$ cat config.mk
export PLATFORM = sky130hd
export DESIGN_NAME = keyboard_cnt_multi
export DESIGN_NICKNAME = d
export VERILOG_FILES = /design/src/rtl/keyboard_cnt_multi.sv
export SDC_FILE = /design/constraint.sdc
export NUM_CORES = 1
export LEC_CHECK = 0
export ABC_AREA = 0
export BUFFER_PORTS_ARGS = -buffer_cell sky130_fd_sc_hd__buf_2
export CAP_MARGIN = 20
export CORE_MARGIN = 4
export CORE_UTILIZATION = 50
export CTS_CLUSTER_SIZE = 10
export DETAILED_ROUTE_END_ITERATION = 8
export GPL_ROUTABILITY_DRIVEN = 0
export HOLD_SLACK_MARGIN = 0.15
export PLACE_DENSITY = 0.77
export SETUP_SLACK_MARGIN = 0.1
export SYNTH_ARGS = -nofsm -noshare
export SYNTH_HDL_FRONTEND = slang
export SYNTH_SLANG_ARGS = --single-unit
$ cat constraint.sdc
create_clock -name clk -period 4.8 [get_ports clk]
set_input_delay 0.72 -clock clk [delete_from_list [all_inputs] [get_ports clk]]
set_output_delay 0.72 -clock clk [all_outputs]
set_load 0.03 [all_outputs]
$ cat src/rtl/keyboard_cnt_multi.sv
// Per-key press counter for the piano game: counts rising edges of each key per measure,
// latches per-key mismatch flags at the measure boundary and accumulates a saturating error total.
module keyboard_cnt_multi #(
    parameter int NUM_KEYS    = 4,
    parameter int CNT_W       = 7,
    parameter int BEAT_W      = 7,
    parameter int MEASURE_LEN = 96,
    parameter int ERR_W       = 8
) (
    input  logic                      clk,
    input  logic                      rst,
    input  logic                      restart,
    input  logic                      stop_or_end,
    input  logic [BEAT_W-1:0]         beat_cnt,
    input  logic [NUM_KEYS-1:0]       press,
    input  logic [NUM_KEYS*CNT_W-1:0] check,
    output logic [NUM_KEYS*CNT_W-1:0] cnt_out,
    output logic [NUM_KEYS-1:0]       wrong,
    output logic [NUM_KEYS-1:0]       measure_wrong,
    output logic                      measure_done,
    output logic [ERR_W-1:0]          err_total,
    output logic [1:0]                state
);

    localparam logic [1:0] S_IDLE = 2'd0;
    localparam logic [1:0] S_RUN  = 2'd1;
    localparam logic [1:0] S_HOLD = 2'd2;

    localparam int PC_W  = $clog2(NUM_KEYS + 1);
    localparam int SUM_W = ((ERR_W > PC_W) ? ERR_W : PC_W) + 1;

    localparam logic [BEAT_W-1:0] MEAS    = BEAT_W'(MEASURE_LEN);
    localparam logic [SUM_W-1:0]  ERR_MAX = {{(SUM_W-ERR_W){1'b0}}, {ERR_W{1'b1}}};

    logic [1:0]                     state_q, state_d;
    logic [NUM_KEYS-1:0][CNT_W-1:0] cnt_q, cnt_d;
    logic [NUM_KEYS-1:0]            press_q;
    logic [BEAT_W-1:0]              beat_q;
    logic [NUM_KEYS-1:0]            measure_wrong_q, measure_wrong_d;
    logic                           measure_done_q, measure_done_d;
    logic [ERR_W-1:0]               err_q, err_d;

    logic [NUM_KEYS-1:0] rise;
    logic [NUM_KEYS-1:0] wrong_w;
    logic                bnd;
    logic [PC_W-1:0]     pop;
    logic [SUM_W-1:0]    err_sum;
    logic [ERR_W-1:0]    err_sat;

    assign rise = press & ~press_q;
    // beat_q suppresses repeat boundaries while beat_cnt sits at MEASURE_LEN
    assign bnd  = (beat_cnt == MEAS) && (beat_q != MEAS);

    always_comb begin
        wrong_w = '0;
        pop     = '0;
        for (int unsigned k = 0; k < NUM_KEYS; k++) begin
            wrong_w[k] = (cnt_q[k] != check[k*CNT_W +: CNT_W]);
            pop        = pop + PC_W'(wrong_w[k]);
        end
        err_sum = SUM_W'(err_q) + SUM_W'(pop);
        err_sat = (err_sum > ERR_MAX) ? ERR_MAX[ERR_W-1:0] : err_sum[ERR_W-1:0];
    end

    always_comb begin
        state_d         = state_q;
        cnt_d           = cnt_q;
        measure_wrong_d = measure_wrong_q;
        measure_done_d  = 1'b0;
        err_d           = err_q;
        case (state_q)
            S_IDLE: begin
                if ((beat_cnt == '0) && !stop_or_end) state_d = S_RUN;
            end
            S_RUN: begin
                if (stop_or_end) begin
                    state_d = S_HOLD;
                end else if (bnd) begin
                    measure_wrong_d = wrong_w;
                    measure_done_d  = 1'b1;
                    err_d           = err_sat;
                    for (int unsigned k = 0; k < NUM_KEYS; k++)
                        cnt_d[k] = CNT_W'(rise[k]);
                end else begin
                    for (int unsigned k = 0; k < NUM_KEYS; k++)
                        if (cnt_q[k] != '1) cnt_d[k] = cnt_q[k] + CNT_W'(rise[k]);
                end
            end
            S_HOLD: begin
                if (!stop_or_end) state_d = S_RUN;
            end
            default: state_d = S_IDLE;
        endcase
    end

    always_ff @(posedge clk or posedge rst) begin
        if (rst) begin
            state_q         <= S_IDLE;
            cnt_q           <= '0;
            press_q         <= '0;
            beat_q          <= '0;
            measure_wrong_q <= '0;
            measure_done_q  <= 1'b0;
            err_q           <= '0;
        end else if (restart) begin
            state_q         <= S_IDLE;
            cnt_q           <= '0;
            press_q         <= '0;
            beat_q          <= '0;
            measure_wrong_q <= '0;
            measure_done_q  <= 1'b0;
            err_q           <= '0;
        end else begin
            state_q         <= state_d;
            cnt_q           <= cnt_d;
            press_q         <= press;
            beat_q          <= beat_cnt;
            measure_wrong_q <= measure_wrong_d;
            measure_done_q  <= measure_done_d;
            err_q           <= err_d;
        end
    end

    assign cnt_out       = cnt_q;
    assign wrong         = wrong_w;
    assign measure_wrong = measure_wrong_q;
    assign measure_done  = measure_done_q;
    assign err_total     = err_q;
    assign state         = state_q;

endmodule

After elaboration in Yosys (flattened, before gate mapping)
Cells that the tools add are included.
{ "totals": {"reg_bits": 54, "latch_bits": 0, "ram_bits": 0, "rom_bits": 0, "in_bits": 43, "out_inout_bits": 47, "elab_cells": 82, "memories": 0} }
{ "op_classes": {"add_sub_neg": 8, "n_mul": 0, "div": 0, "n_lt_le_gt_ge": 1, "eq_ne": 16, "shift": 0, "muxes": 28, "bitwise_logic": 2, "n_reduce_logical": 17} }
{ "op_table": {"columns": ["op", "n"], "rows": [
  ["2-to-1 mux 28 bit", 4],
  ["2-to-1 mux 8 bit", 5],
  ["2-to-1 mux 7 bit", 5],
  ["!= test 7 bit, second input constant", 5],
  ["adder 7 x 1 -> 7 bit", 4],
  ["!= test 7 bit", 4],
  ["2-to-1 mux 4 bit", 5],
  ["AND reduction 3 bit", 6],
  ["nonzero test 3 bit", 4],
  ["adder 8 x 3 -> 9 bit", 1],
  ["> comparator 9 x 8 -> 1 bit, second input constant", 1],
  ["!= test 3 bit, second input constant", 3],
  ["2-to-1 mux 2 bit", 4],
  ["equality test 7 bit, second input constant", 1],
  ["logical NOT 7 bit", 1],
  ["one-hot mux 2 bit (3 select lines)", 1],
  ["bitwise AND 4 bit", 1],
  ["2-to-1 mux 1 bit", 4],
  ["NOT 4 bit", 1],
  ["nonzero test 2 bit", 2],
  ["adder 2 x 1 -> 3 bit", 1],
  ["adder 3 x 1 -> 3 bit", 1],
  ["adder 1 x 1 -> 2 bit", 1],
  ["equality test 2 x 1 -> 1 bit, second input constant", 1],
  ["5 further kinds", 6]
]} }

Logic depth before layout (Yosys ltp)
Gate-level depths: netlist (run 1).
{ "depth": {"word_depth": 11, "ltp_mapped": 14, "mapped_depth_nobuf": 14} }

Worst setup path after synthesis (run 1)
No wires, ideal clock.
{ "synth_path": {"kind": "input to register", "start": "input port check[2]", "end": "register err_q[3] (netlist: err_total[3])", "setup_time_ps": 65, "t_arrival_ps": 3616, "slack_ps": 1119, "stages": 14, "n_path_buf": 0, "path_cell_list": "xor2_1 > nor4_1 > nand4_1 > xor2_1 > ha_1 > inv_1 > fa_1 > inv_1 > fa_1 > and2_1 > and2_1 > nand3_1 > a31oi_1 > o21a_1"} }
{ "synth_via": {"elab_chain_len": 11} }
{ "synth_rtl": {"columns": ["element", "line_no", "rtl"], "rows": [
  ["start: declaration", "16", "input logic [NUM_KEYS*CNT_W-1:0] check,"],
  ["!= test 7 bit *", "58", "wrong_w[k] = (cnt_q[k] != check[k*CNT_W +: CNT_W]);"],
  ["named net wrong[0]", "18", "output logic [NUM_KEYS-1:0] wrong,"],
  ["adder 1 x 1 -> 2 bit *", "59", "pop = pop + PC_W'(wrong_w[k]);"],
  ["adder 2 x 1 -> 3 bit *", "59", null],
  ["adder 3 x 1 -> 3 bit *", "59", null],
  ["adder 8 x 3 -> 9 bit *", "61", "err_sum = SUM_W'(err_q) + SUM_W'(pop);"],
  ["> comparator 9 x 8 -> 1 bit", "62", "err_sat = (err_sum > ERR_MAX) ? ERR_MAX[ERR_W-1:0] : err_sum[ERR_W-1:0];"],
  ["2-to-1 mux 8 bit *", "62", null],
  ["2-to-1 mux 8 bit *", "78", "end else if (bnd) begin"],
  ["2-to-1 mux 8 bit *", "76", "if (stop_or_end) begin"],
  ["2-to-1 mux 8 bit *", "71", "case (state_q)"],
  ["2-to-1 mux 8 bit *", "105", "end else if (restart) begin"],
  ["end signal: assignment", "120", "err_q <= err_d;"],
  ["end: declaration", "41", "logic [ERR_W-1:0] err_q, err_d;"]
]} }
The timed path passes the listed nets; every way through them passes the cells marked *. The select of a mux whose other input is x is not followed.
A chain may end at the register's enable or synchronous reset.

Worst setup path in the final report (run 1)
{ "layout_path": {"start": "input port check[12]", "end": "register err_q[2] (netlist: err_total[2])"} }
{ "layout_via": {"elab_chain_len": 11} }
{ "layout_rtl": {"columns": ["element", "line_no"], "rows": [
  ["!= test 7 bit *", "58"],
  ["adder 1 x 1 -> 2 bit *", "59"],
  ["adder 2 x 1 -> 3 bit *", "59"],
  ["adder 3 x 1 -> 3 bit *", "59"],
  ["adder 8 x 3 -> 9 bit *", "61"],
  ["> comparator 9 x 8 -> 1 bit", "62"],
  ["2-to-1 mux 8 bit *", "62"],
  ["2-to-1 mux 8 bit *", "78"],
  ["2-to-1 mux 8 bit *", "76"],
  ["2-to-1 mux 8 bit *", "71"],
  ["2-to-1 mux 8 bit *", "105"]
]} }
Every way passes the cells marked *; elsewhere a longest branch is shown, timed or not. The select of a mux whose other input is x is not followed.

==> results of run 1 <==
[layer usage]
layer | vias up | global-route usage | wire, µm
li1 | 1422 | - | -
met1 | 1439 | 0.3223 | 3686
met5 | - | 0 | 0
met2 | 111 | 0.3596 | 3808
met3 | 9 | 0.03166 | 606
met4 | 0 | 0.05495 | 121
[stage by stage]
stage	utilization	hold WS, ps	power, mW	worst slack [ps]
final	0.6260	527.6	0.7913	1284
after global routing	0.6260	570.5	0.8274	1076
after floorplan	-	605.3	0.5058	1119
after global placement	0.6110	519.6	0.5346	1164
after CTS	0.6260	529.4	0.7995	1320
after detailed placement	0.6110	512.0	0.5366	985.5
[registers in the layout (all words and copies together), names as in the netlist]
| signal | count |
|---|---|
| beat_q | 7 |
| press_q | 4 |
| measure_wrong | 4 |
| cnt_out | 28 |
| measure_done | 1 |
| state | 2 |
| err_total | 8 |
[final timing paths]
| check | end | slack, ps | cells after the start |
|---|---|---|---|
| min | err_total[7] | 530 | 1 |
| max in group asynchronous | cnt_out[6] | 3740 | 3 |
| min in group asynchronous | beat_q[6] | 590 | 3 |
| max | err_total[2] | 1280 | 14 |
| max reg2reg | err_total[2] | 1290 | 13 |
| min reg2reg | err_total[7] | 530 | 1 |
[cells in the mapped netlist (all sizes together) (9+ instances only)]
cell type,count,share of area
dfrtp,54,0.42
a21oi,26,0.040
xor2,21,0.057
nand2,19,0.022
nand3,16,0.025
nor3,16,0.026
o21ai,16,0.025
nor2b,13,0.025
and3,12,0.023
nor2,12,0.014
xnor2,12,0.033
ha,10,0.039
nand4,10,0.019
a31oi,9,0.017
clkbuf,9,0.010
inv,9,0.010
[area by class of cell]
class	count	area (µm²)
Clock buffer	7	86.33
Clock inverter	1	5.005
Fill cell	553	2280
Inverter	9	33.78
Multi-Input combinational cell	259	1778
Sequential cell	54	1351
Tap cell	75	93.84
Timing Repair Buffer	92	467.9
[power groups by stage]
stage	combinational, mW	clock [mW]	sequential, mW
5_1_grt	0.0736	0.292	0.462
2_1_floorplan	0.0359	0	0.470
3_3_place_gp	0.0646	0	0.470
4_1_cts	0.0665	0.272	0.461
3_5_place_dp	0.0664	0	0.470
6_report	0.0654	0.265	0.461
[kinds of logic (layout without fill, tap and decap cells)]
group                    Yosys count  count (layout)
AND/OR/NAND/NOR                  134             134
AO/OA/AOI/OAI                     80              80
flip-flops                        54              54
XOR/XNOR                          33              33
buffers and inverters             22             109
adder cells (fa/ha/maj)           12              12
==> key figures, run 1 <==
Logic synthesis
  • Synth Area in Simple Gates: 0.2487
  • Syn_nets: 390
  • Post-synthesis compound-gate area fraction: 0.1618
  • Synth Area in XOR/XNOR: 0.08964
  • Register bit total from synthesis: between 50 and 60
  • Asr flop ratio synth: 1.000
  • Post-synthesis cell type count: 54
  • Commonest register cell after synthesis: dfrtp_1
  • Synth Cell Area: 3224 µm²
  • Syn Area/Cell: 9.625 µm²
  • Largest family of logic cells by synthesized area: simple AND/OR/NAND/NOR gates
  • Multiplexer area fraction after synthesis: 0
  • Register area share after synthesis: 0.4191
  • Synth Instances: 335
  • Post-synthesis adder-cell area fraction: 0.05122
  • Synth warn: 0
  • Number of synthesized flops with an enable pin: 0

Placement
  • Dpl hpwl: 5793 µm
  • Dpl cells: 489
  • Placement Cell Area: 3725 µm²
  • PortBufs: 89

Critical path
  • Slowest stage cell, crit path: fa_1
  • Crit-path cells: buf_2 > xor2_1 > nor4_1 > nand4_1 > xor2_1 > ha_1 > inv_1 > fa_1 > inv_1 > fa_1 > and2_1 > and2_1 > nand3_1 > a311oi_1
  • Crit path capture type: flip-flop
  • Critical path launch point: check[12]
  • Data arrival, critical path: 3710 ps
  • Family with the most delay on the worst path: simple AND/OR/NAND/NOR gates
  • Max FO, Critical Path: 6
  • CP Class: input pin to flip-flop
  • Largest stage delay, worst path: 380 ps
  • Setup crit start kind: input pin
  • Reg-to-reg startpoint: cnt_out[11]
  • Critical Path RT: 5000 ps
  • Buf+Inv Stages, Crit Path: 3

Timing
  • RSZ-0062 raised after global routing: false
  • Tmin final: about 3500 ps
  • Worst slew pin tran: just over 900 ps
  • Worst slew margin: 0.3810
  • Clk_skew: 5.758 ps
  • Slew Viols, Final: 0
  • Final hold vios: 0
  • Max Fclk: 0.2844 GHz
  • Final setup viols: 0
  • Crit share post-route: 0.7325
  • Setup TNS Final: 0 ps

Clocking
  • Post-CTS setup buffer count: 0
  • Clk pin slew, worst setup/hold paths: about 100 ps
  • CTS Hold Buffers Added: 0
  • Clk_lat worst skew: ~300 ps
  • Clk buf depth: 2
  • Root Buffer: clkbuf_8
  • TritonCTS Buffers: 5
  • H-tree depth: 2
  • PostCTS Resize Cnt: 0
  • Clock Sink Count: 54
  • CTS tree: built

Power
  • P_int: 603.1 µW
  • Power share of the clock group: 0.334
  • Switch share: 0.2378
  • Sw Pwr: 188.2 µW
  • Maximum vdd drop: 0.1497 mV
  • Share of power burned in registers: 0.583
  • Comb power frac: 0.083
  • Power Density: just over 200 nW/µm²
  • Static leakage: about 1.8 nW

Die
  • Core area: 6096 µm²
  • DIE HEIGHT: 88.31 µm
  • I/O pin cnt: 90
  • Initial Util: 0.5289
  • Die W: 88.31 µm
  • FP Rows: 28
  • Die Area: 7798 µm²

Final layout
  • # nets final: approximately 480
  • Most frequent cells in the layout: 89 x buf_2, 54 x dfrtp_1, 26 x a21oi_1, 21 x xor2_1, 19 x nand2_1
  • Final Instance Area: 3816 µm²
  • Commonest non-fill, non-tap cell in the layout: buf_2
  • Area Overhead vs Synth: 18.35%
  • Share of layout cells above drive strength 1: 0.2654
  • Antenna Cells: 0
  • Post-Layout Cell Count: 497

GRT
  • Number of global-route vias before repair: 2858
  • Initial antenna violation count: 0
  • Total track usage: 0.2242
  • First-pass GRT wire length: 13740 µm
  • Largest net degree at the start of global routing: 55
  • Total global routing overflow: 0

Route
  • Via-to-Cell Ratio: 5.998
  • Final WL: around 8200 µm
  • DRC: 0
  • Via count: 2981
  • WL/cell: about 17 µm
  • Drt pass-1 iters: 4
  • Final ANT Viol Nets: 0
  • Drt initial violations: 205

Worst hold path
  • Worst Hold Class: flip-flop to flip-flop
  • Hold Startpoint: err_total[7]

Run status
  • Status: finished clean

Flow run
  • Maxcap violations: 0
(Power assumes the default switching activity.)
==> run 2: changes to the inputs <==
Settings changed: ABC_AREA 0 to 1, CORE_UTILIZATION 50 to 49.
Clock period 4.8 ns to 3.2 ns, I/O delays scaled along.
==> key figures, run 2 <==
Timing
  • Final setup viols: 0 (unchanged)
  • Slew Viols, Final: 0 (unchanged)
  • Setup TNS Final: 0 ps (unchanged)
  • Crit share post-route: 0.9011
  • Worst slew pin tran: 621.0 ps (-307.5 ps)
  • Worst slew margin: 0.5856 (+0.2046)
  • Clk_skew: 5.601 ps (-0.1575 ps)
  • Setup ws final: 316.4 ps (-967.4 ps)
  • Max Fclk: 0.3468 GHz
  • Tmin final: slightly below 3000 ps
  • Final hold vios: 0 (unchanged)
  • RSZ-0062 raised after global routing: false

Logic synthesis
  • Count leader, synth: nand2_1
  • Synth Cell Area: 3632 µm² (+13%)
  • Largest cells by area after synthesis: dfrtp_1 37%, nand2_1 15%, nand3_1 7.2%, nor2_1 5.3%, inv_1 5.2%
  • Synth Instances: 488 (+46%)
  • Asr flop ratio synth: 1.000 (unchanged)
  • Synth Area in Simple Gates: 0.3586 (+0.1099)
  • Post-synth top cells: 148 x nand2_1, 54 x dfrtp_1, 52 x nand3_1
  • Multiplexer area fraction after synthesis: 0 (unchanged)
  • Post-synthesis cell type count: 35 (-35%)
  • Top cell type's share of synthesized area: 0.3720 (-0.04706)
  • Syn_nets: 543 (+39%)
  • Commonest register cell after synthesis: dfrtp_1
  • Synth Area in XOR/XNOR: 0.08440 (-0.005244)
  • Dominant cell type by area after synthesis: dfrtp_1
  • Largest family of logic cells by synthesized area: simple AND/OR/NAND/NOR gates
  • Register area share after synthesis: 0.3720 (-0.04706)
  • Synth warn: 0 (unchanged)
  • Post-synthesis adder-cell area fraction: 0.04547 (-0.005752)
  • Register bit total from synthesis: 54 (unchanged)
  • Syn Area/Cell: 7.443 µm² (-23%)
  • Post-synthesis compound-gate area fraction: 0.05477 (-0.1070)
  • Number of synthesized flops with an enable pin: 0 (unchanged)

Final layout
  • Most frequent cells in the layout: 147 x nand2_1, 89 x buf_2, 49 x nor2_1, 49 x nand3_1, 49 x dfrtp_1
  • Share of layout cells above drive strength 1: 0.2682 (+0.002763)
  • Antenna Cells: 0 (unchanged)
  • Final Core Density: 0.6004 (-0.02561)
  • # nets final: 633 (+33%)
  • Area Overhead vs Synth: 19.26%
  • Max reg flops: 28 (unchanged)
  • Commonest non-fill, non-tap cell in the layout: nand2_1

Power
  • Switch share: 0.2747 (+0.03689)
  • Comb power frac: 0.163 (+0.080)
  • Static leakage: 2.398 nW (+32%)
  • Sw Pwr: 393.0 µW (+110%)
  • P_int: 1.037 mW (+72%)
  • Power share of the clock group: 0.333 (about the same)
  • Share of power burned in registers: 0.505 (-0.078)
  • Maximum vdd drop: 0.1525 mV (+1.9%)
  • Power Density: 330.2 nW/µm² (+59%)

Die
  • DIE HEIGHT: 94.10 µm (+6.6%)
  • Initial Util: 0.5035 (-0.02547)
  • Core area: 7214 µm² (+18%)
  • FP Rows: 31 (+11%)
  • Die W: 94.10 µm (+6.6%)
  • I/O pin cnt: 90 (unchanged)
  • Die Area: 8854 µm² (+14%)

Critical path
  • Slowest stage cell, crit path: dfrtp_2
  • Setup crit start kind: flip-flop
  • Max FO, Critical Path: 5 (-1)
  • Reg-to-reg startpoint: cnt_out[8]
  • R2R Path End: err_total[1]
  • Largest stage delay, worst path: 460 ps (+80 ps)
  • Critical Path RT: 3450 ps (-1550 ps)
  • Crit-path cells: xor2_1 > nor2_1 > nand2_1 > nor2_1 > nand2_1 > nand2_1 > inv_1 > ha_1 > inv_1 > fa_1 > inv_1 > fa_1 > nand2_1 > inv_2 > nand3_2 > nor2_2 > nand2_2 > inv_1 > o21ai_0 > nand2_1
  • Family with the most delay on the worst path: simple AND/OR/NAND/NOR gates
  • Data arrival, critical path: 3130 ps (-580 ps)
  • Cells on worst reg2reg path: 20 (+7)
  • Crit path capture type: flip-flop
  • CP Class: flip-flop to flip-flop
  • Reg2Reg Setup Slack: 320 ps (-970 ps)
  • Buf+Inv Stages, Crit Path: 5 (+2)
  • CP most frequent cell: nand2_1

Route
  • Drt pass-1 iters: 5 (+1)
  • Final WL: 8865 µm (+7.8%)
  • Final ANT Viol Nets: 0 (unchanged)
  • Via-to-Cell Ratio: 5.055 (-16%)
  • Max Used Layer: met4
  • Metal1 wirelength: 3862 µm (+4.8%)
  • Drt initial violations: 245 (+20%)
  • DRC: 0 (unchanged)
  • WL/cell: 13.09 µm (-21%)
  • DR WL met2: 4466 µm (+17%)
  • Via count: 3422 (+15%)
  • Routed wl met3: 479 µm (-21%)

Placement
  • Post-place setup slack: 137.2 ps (-848.2 ps)
  • PortBufs: 89 (unchanged)
  • Dpl hpwl: 6525 µm (+13%)

Clocking
  • Root Buffer: clkbuf_8
  • Clk pin slew, worst setup/hold paths: 100 ps (about the same)
  • TritonCTS Buffers: 5 (unchanged)
  • Clock Sink Count: 54 (unchanged)
  • CTS tree: built
  • Clk buf depth: 2 (unchanged)
  • H-tree depth: 2 (unchanged)
  • Clk_lat worst skew: 300 ps (about the same)

Worst hold path
  • Worst Hold Class: input pin to async pin

GRT
  • Number of global-route vias before repair: 3203 (+12%)
  • Total track usage: 0.2003 (-0.02384)
  • First-pass GRT wire length: 14370 µm (+4.6%)
  • Initial antenna violation count: 0 (unchanged)
  • Total global routing overflow: 0 (unchanged)
  • Largest net degree at the start of global routing: 37 (-33%)

Flow run
  • Maxcap violations: 0 (unchanged)

Run status
  • Status: finished clean
## run 2: worst register-to-register path, stage by stage (launching register included)
cell	delay, ps
dfrtp_2	460
xor2_1	170
nor2_1	150
nand2_1	70
nor2_1	140
nand2_1	70
nand2_1	60
inv_1	40
ha_1	280
inv_1	50
fa_1	350
inv_1	90
fa_1	180
nand2_1	80
inv_2	80
nand3_2	110
nor2_2	130
nand2_2	80
inv_1	80
o21ai_0	70
nand2_1	90
## run 2: cells by family after synthesis
group           Yosys count
simple gates            293
buf+inv                  68
flops                    54
xor+xnor                 35
compound gates           26
fa+ha+maj                12
## run 2: layer usage
metal	vias up	global-route usage
li1	1719	-
met1	1615	0.2538
met2	84	0.3477
met3	4	0.04087
met4	0	0.05054
met5	-	0
## run 2: per-stage QoR
step	power (mW)	instances	instance area (µm²)	hold WS, ps
floorplan	0.8871	488	3642	581.0
global placement	0.9551	667	4148	455.0
detailed placement	0.9628	667	4148	464.3
CTS	1.431	674	4260	155.8
global route	1.496	677	4332	168.7
finish	1.430	677	4332	145.5
## run 2: timing repair
item,in CTS,in global routing
endpoints found under the setup margin,0,7
hold buffers,0,0
setup buffers,0,3
resized for setup,0,14
## run 2: final cells by class
class,instances,area (µm²)
Clock buffer,6,82.58
Clock inverter,1,30.03
Fill cell,681,2883
Inverter,53,198.9
Multi-Input combinational cell,366,2026
Sequential cell,54,1358
Tap cell,99,123.9
Timing Repair Buffer,98,513.0
## run 2: worst max-delay path by stage
stage,from,endpoint,slack [ps],cells after the start
finish,cnt_out[8],err_total[1],320,20
global placement,check[9],err_total[1],220,21
global route,cnt_out[11],err_total[1],90,20
CTS,cnt_out[10],err_total[1],230,20
detailed placement,check[9],err_total[1],140,21
floorplan,cnt_out[22],err_total[1],130,17
## run 2: power groups by stage
stage,Combinational (mW),Sequential [mW],Clock [mW]
after floorplan,0.132,0.755,0
after global placement,0.220,0.735,0
after detailed placement,0.227,0.736,0
after CTS,0.228,0.723,0.481
after global routing,0.260,0.725,0.511
final,0.232,0.722,0.476
==> run 3: changes to the inputs <==
Settings changed: CORE_UTILIZATION 49 to 50, PLACE_DENSITY 0.77 to 0.76.
Clock period 3.2 ns to 3.1 ns, I/O delays scaled along.
==> key figures, run 3 (synthesized netlist as in run 2, its figures left out) <==
Run status
  • Status: finished clean

Route
  • DRC: 0 (unchanged)
  • Drt initial violations: 132 (-46%)
  • Final ANT Viol Nets: 0 (unchanged)
  • Via-to-Cell Ratio: 5.001 (-1.1%)
  • Final WL: 8661 µm (-2.3%)
  • Via count: 3401 (-0.61%)
  • Drt pass-1 iters: 4 (-1)
  • WL/cell: 12.74 µm (-2.7%)

Critical path
  • Reg2Reg Setup Slack: 330 ps (about the same)
  • Cells on worst reg2reg path: 20 (unchanged)
  • Crit path capture type: flip-flop
  • Buf+Inv Stages, Crit Path: 4 (-1)
  • Largest stage delay, worst path: 440 ps (-20 ps)
  • Reg-to-reg startpoint: cnt_out[10]
  • Slowest stage cell, crit path: dfrtp_2
  • Setup crit start kind: flip-flop
  • Max FO, Critical Path: 5 (unchanged)
  • CP most frequent cell: nand2_1
  • Data arrival, critical path: 3030 ps (-100 ps)
  • Crit-path cells: xor2_1 > nor2_2 > nand2_1 > nor2_2 > nand2_1 > nand2_1 > inv_1 > ha_1 > inv_1 > fa_2 > inv_2 > fa_2 > nand2_1 > inv_2 > nand3_4 > nor2_4 > nand2_4 > o21ai_0 > nand2_1 > nand2_1
  • R2R Path End: err_total[2]
  • CP Class: flip-flop to flip-flop
  • Family with the most delay on the worst path: simple AND/OR/NAND/NOR gates
  • Critical Path RT: 3360 ps (-90 ps)

Power
  • Power Density: 336.4 nW/µm² (+1.9%)
  • Switch share: 0.2745 (about the same)
  • P_int: 1.075 mW (+3.7%)
  • Static leakage: 2.430 nW (+1.3%)
  • Total Power: 1.482 mW (+3.6%)
  • Comb power frac: 0.166 (+0.003)
  • Sw Pwr: 406.9 µW (+3.5%)
  • Power share of the clock group: 0.332 (about the same)
  • Share of power burned in registers: 0.501 (-0.004)
  • Maximum vdd drop: 0.1805 mV (+18%)

Timing
  • Worst slew margin: 0.6476 (+0.06203)
  • Crit share post-route: 0.8946 (-0.006521)
  • Final setup viols: 0 (unchanged)
  • Final hold vios: 0 (unchanged)
  • Setup TNS Final: 0 ps (unchanged)
  • Final hold slack: 360.4 ps (+214.9 ps)
  • Tmin final: 2773 ps (-110.3 ps)
  • Slew Viols, Final: 0 (unchanged)
  • RSZ-0062 raised after global routing: false
  • Clk_skew: 10.65 ps (+5.051 ps)
  • Setup ws final: 326.7 ps (+10.33 ps)
  • Worst slew pin tran: 528.0 ps (-92.94 ps)
  • Max Fclk: 0.3606 GHz (+4.0%)

Clocking
  • CTS tree: built
  • H-tree depth: 2 (unchanged)
  • TritonCTS Buffers: 5 (unchanged)
  • Clk_lat worst skew: 310 ps (about the same)
  • Clock Sink Count: 54 (unchanged)
  • Clk pin slew, worst setup/hold paths: 100 ps (about the same)
  • Clk buf depth: 2 (unchanged)
  • Root Buffer: clkbuf_8

Die
  • Initial Util: 0.5259 (+0.02244)
  • Core area: 6907 µm² (-4.3%)
  • DIE HEIGHT: 93.23 µm (-0.92%)
  • Die Area: 8692 µm² (-1.8%)
  • Die W: 93.23 µm (-0.92%)
  • I/O pin cnt: 90 (unchanged)
  • FP Rows: 30 (-3.2%)

Flow run
  • Maxcap violations: 0 (unchanged)

GRT
  • Number of global-route vias before repair: 3205 (+0.062%)
  • Total track usage: 0.2028 (+0.002433)
  • First-pass GRT wire length: 14470 µm (+0.67%)
  • Total global routing overflow: 0 (unchanged)
  • Initial antenna violation count: 0 (unchanged)
  • Largest net degree at the start of global routing: 29 (-22%)

Worst hold path
  • Hold path depth: 3
  • Hold Startpoint: beat_cnt[0]
  • Hold Path End: beat_q[0]
  • Worst Hold Class: input pin to flip-flop

Final layout
  • Final Instance Area: 4407 µm² (+1.7%)
  • Most frequent cells in the layout: 147 x nand2_1, 89 x buf_2, 49 x nand3_1, 48 x nor2_1, 46 x inv_1
  • Final Core Density: 0.6380 (+0.03763)
  • Area Overhead vs Synth: 21.32%
  • # fillers: 667 (-2.1%)
  • Max reg flops: 28 (unchanged)
  • Share of layout cells above drive strength 1: 0.2911 (+0.02293)
  • # nets final: 639 (+0.95%)
  • Commonest non-fill, non-tap cell in the layout: nand2_1
  • Antenna Cells: 0 (unchanged)
  • Post-Layout Cell Count: 680 (+0.44%)

Placement
  • Placement Cell Area: 4189 µm² (+1.0%)
  • Dpl hpwl: 6285 µm (-3.7%)
  • Dpl cells: 668 (+0.15%)
  • Post-place setup slack: 47.77 ps (-89.47 ps)
  • PortBufs: 89 (unchanged)
run 3: changes by cell type in the layout (fill, tap and decap cells not counted), sizes merged:
cell | previous run | this run
dlygate4sd3 | 0 | 1
buf | 98 | 103
run 3: layer usage:
layer / GRT usage / up-vias / wire (µm)
li1: - / 1736 / -
met1: 0.2594 / 1568 / 3831
met2: 0.3520 / 84 / 4328
met3: 0.02977 / 13 / 389
met4: 0.06349 / 0 / 112
met5: 0 / - / 0
run 3: worst max-delay path by stage:
stage,slack (ps),end,startpoint,cells after the start
2_1_floorplan,100,err_total[1],cnt_out[26],16
3_5_place_dp,50,err_total[1],check[9],21
4_1_cts,120,err_total[1],cnt_out[9],20
6_report,330,err_total[2],cnt_out[10],20
5_1_grt,80,err_total[2],cnt_out[10],20
3_3_place_gp,130,err_total[1],check[9],21
run 3: tightest hold or removal path: stages:
cell and delay [ps]:
buf_2 110, inv_1 40, nor2_1 30
run 3: power groups by stage:
stage / registers (mW) / clock network, mW / logic [mW]
after floorplan: 0.780 / 0 / 0.137
after global placement: 0.757 / 0 / 0.236
after detailed placement: 0.757 / 0 / 0.243
after CTS: 0.744 / 0.503 / 0.246
after global routing: 0.747 / 0.526 / 0.279
final: 0.743 / 0.493 / 0.247
run 3: area by class of cell:
cell class                 count  area, µm²  area share
timing repair buffer         104      560.5      0.1272
multi-input combinational    366       2051      0.4654
clock buffer                   6      82.58     0.01874
clock inverter                 1      30.03    0.006814
tap                           96      120.1     0.02726
sequential                    54       1364      0.3095
inverter                      53      198.9     0.04514
run 3: repair_timing:
action / in CTS / in global routing
endpoints found under the setup margin: 0 / 8
endpoints found under the hold margin: 16 / 0
setup buffers: 0 / 4
gates resized for setup: 0 / 21
hold buffers: 1 / 0
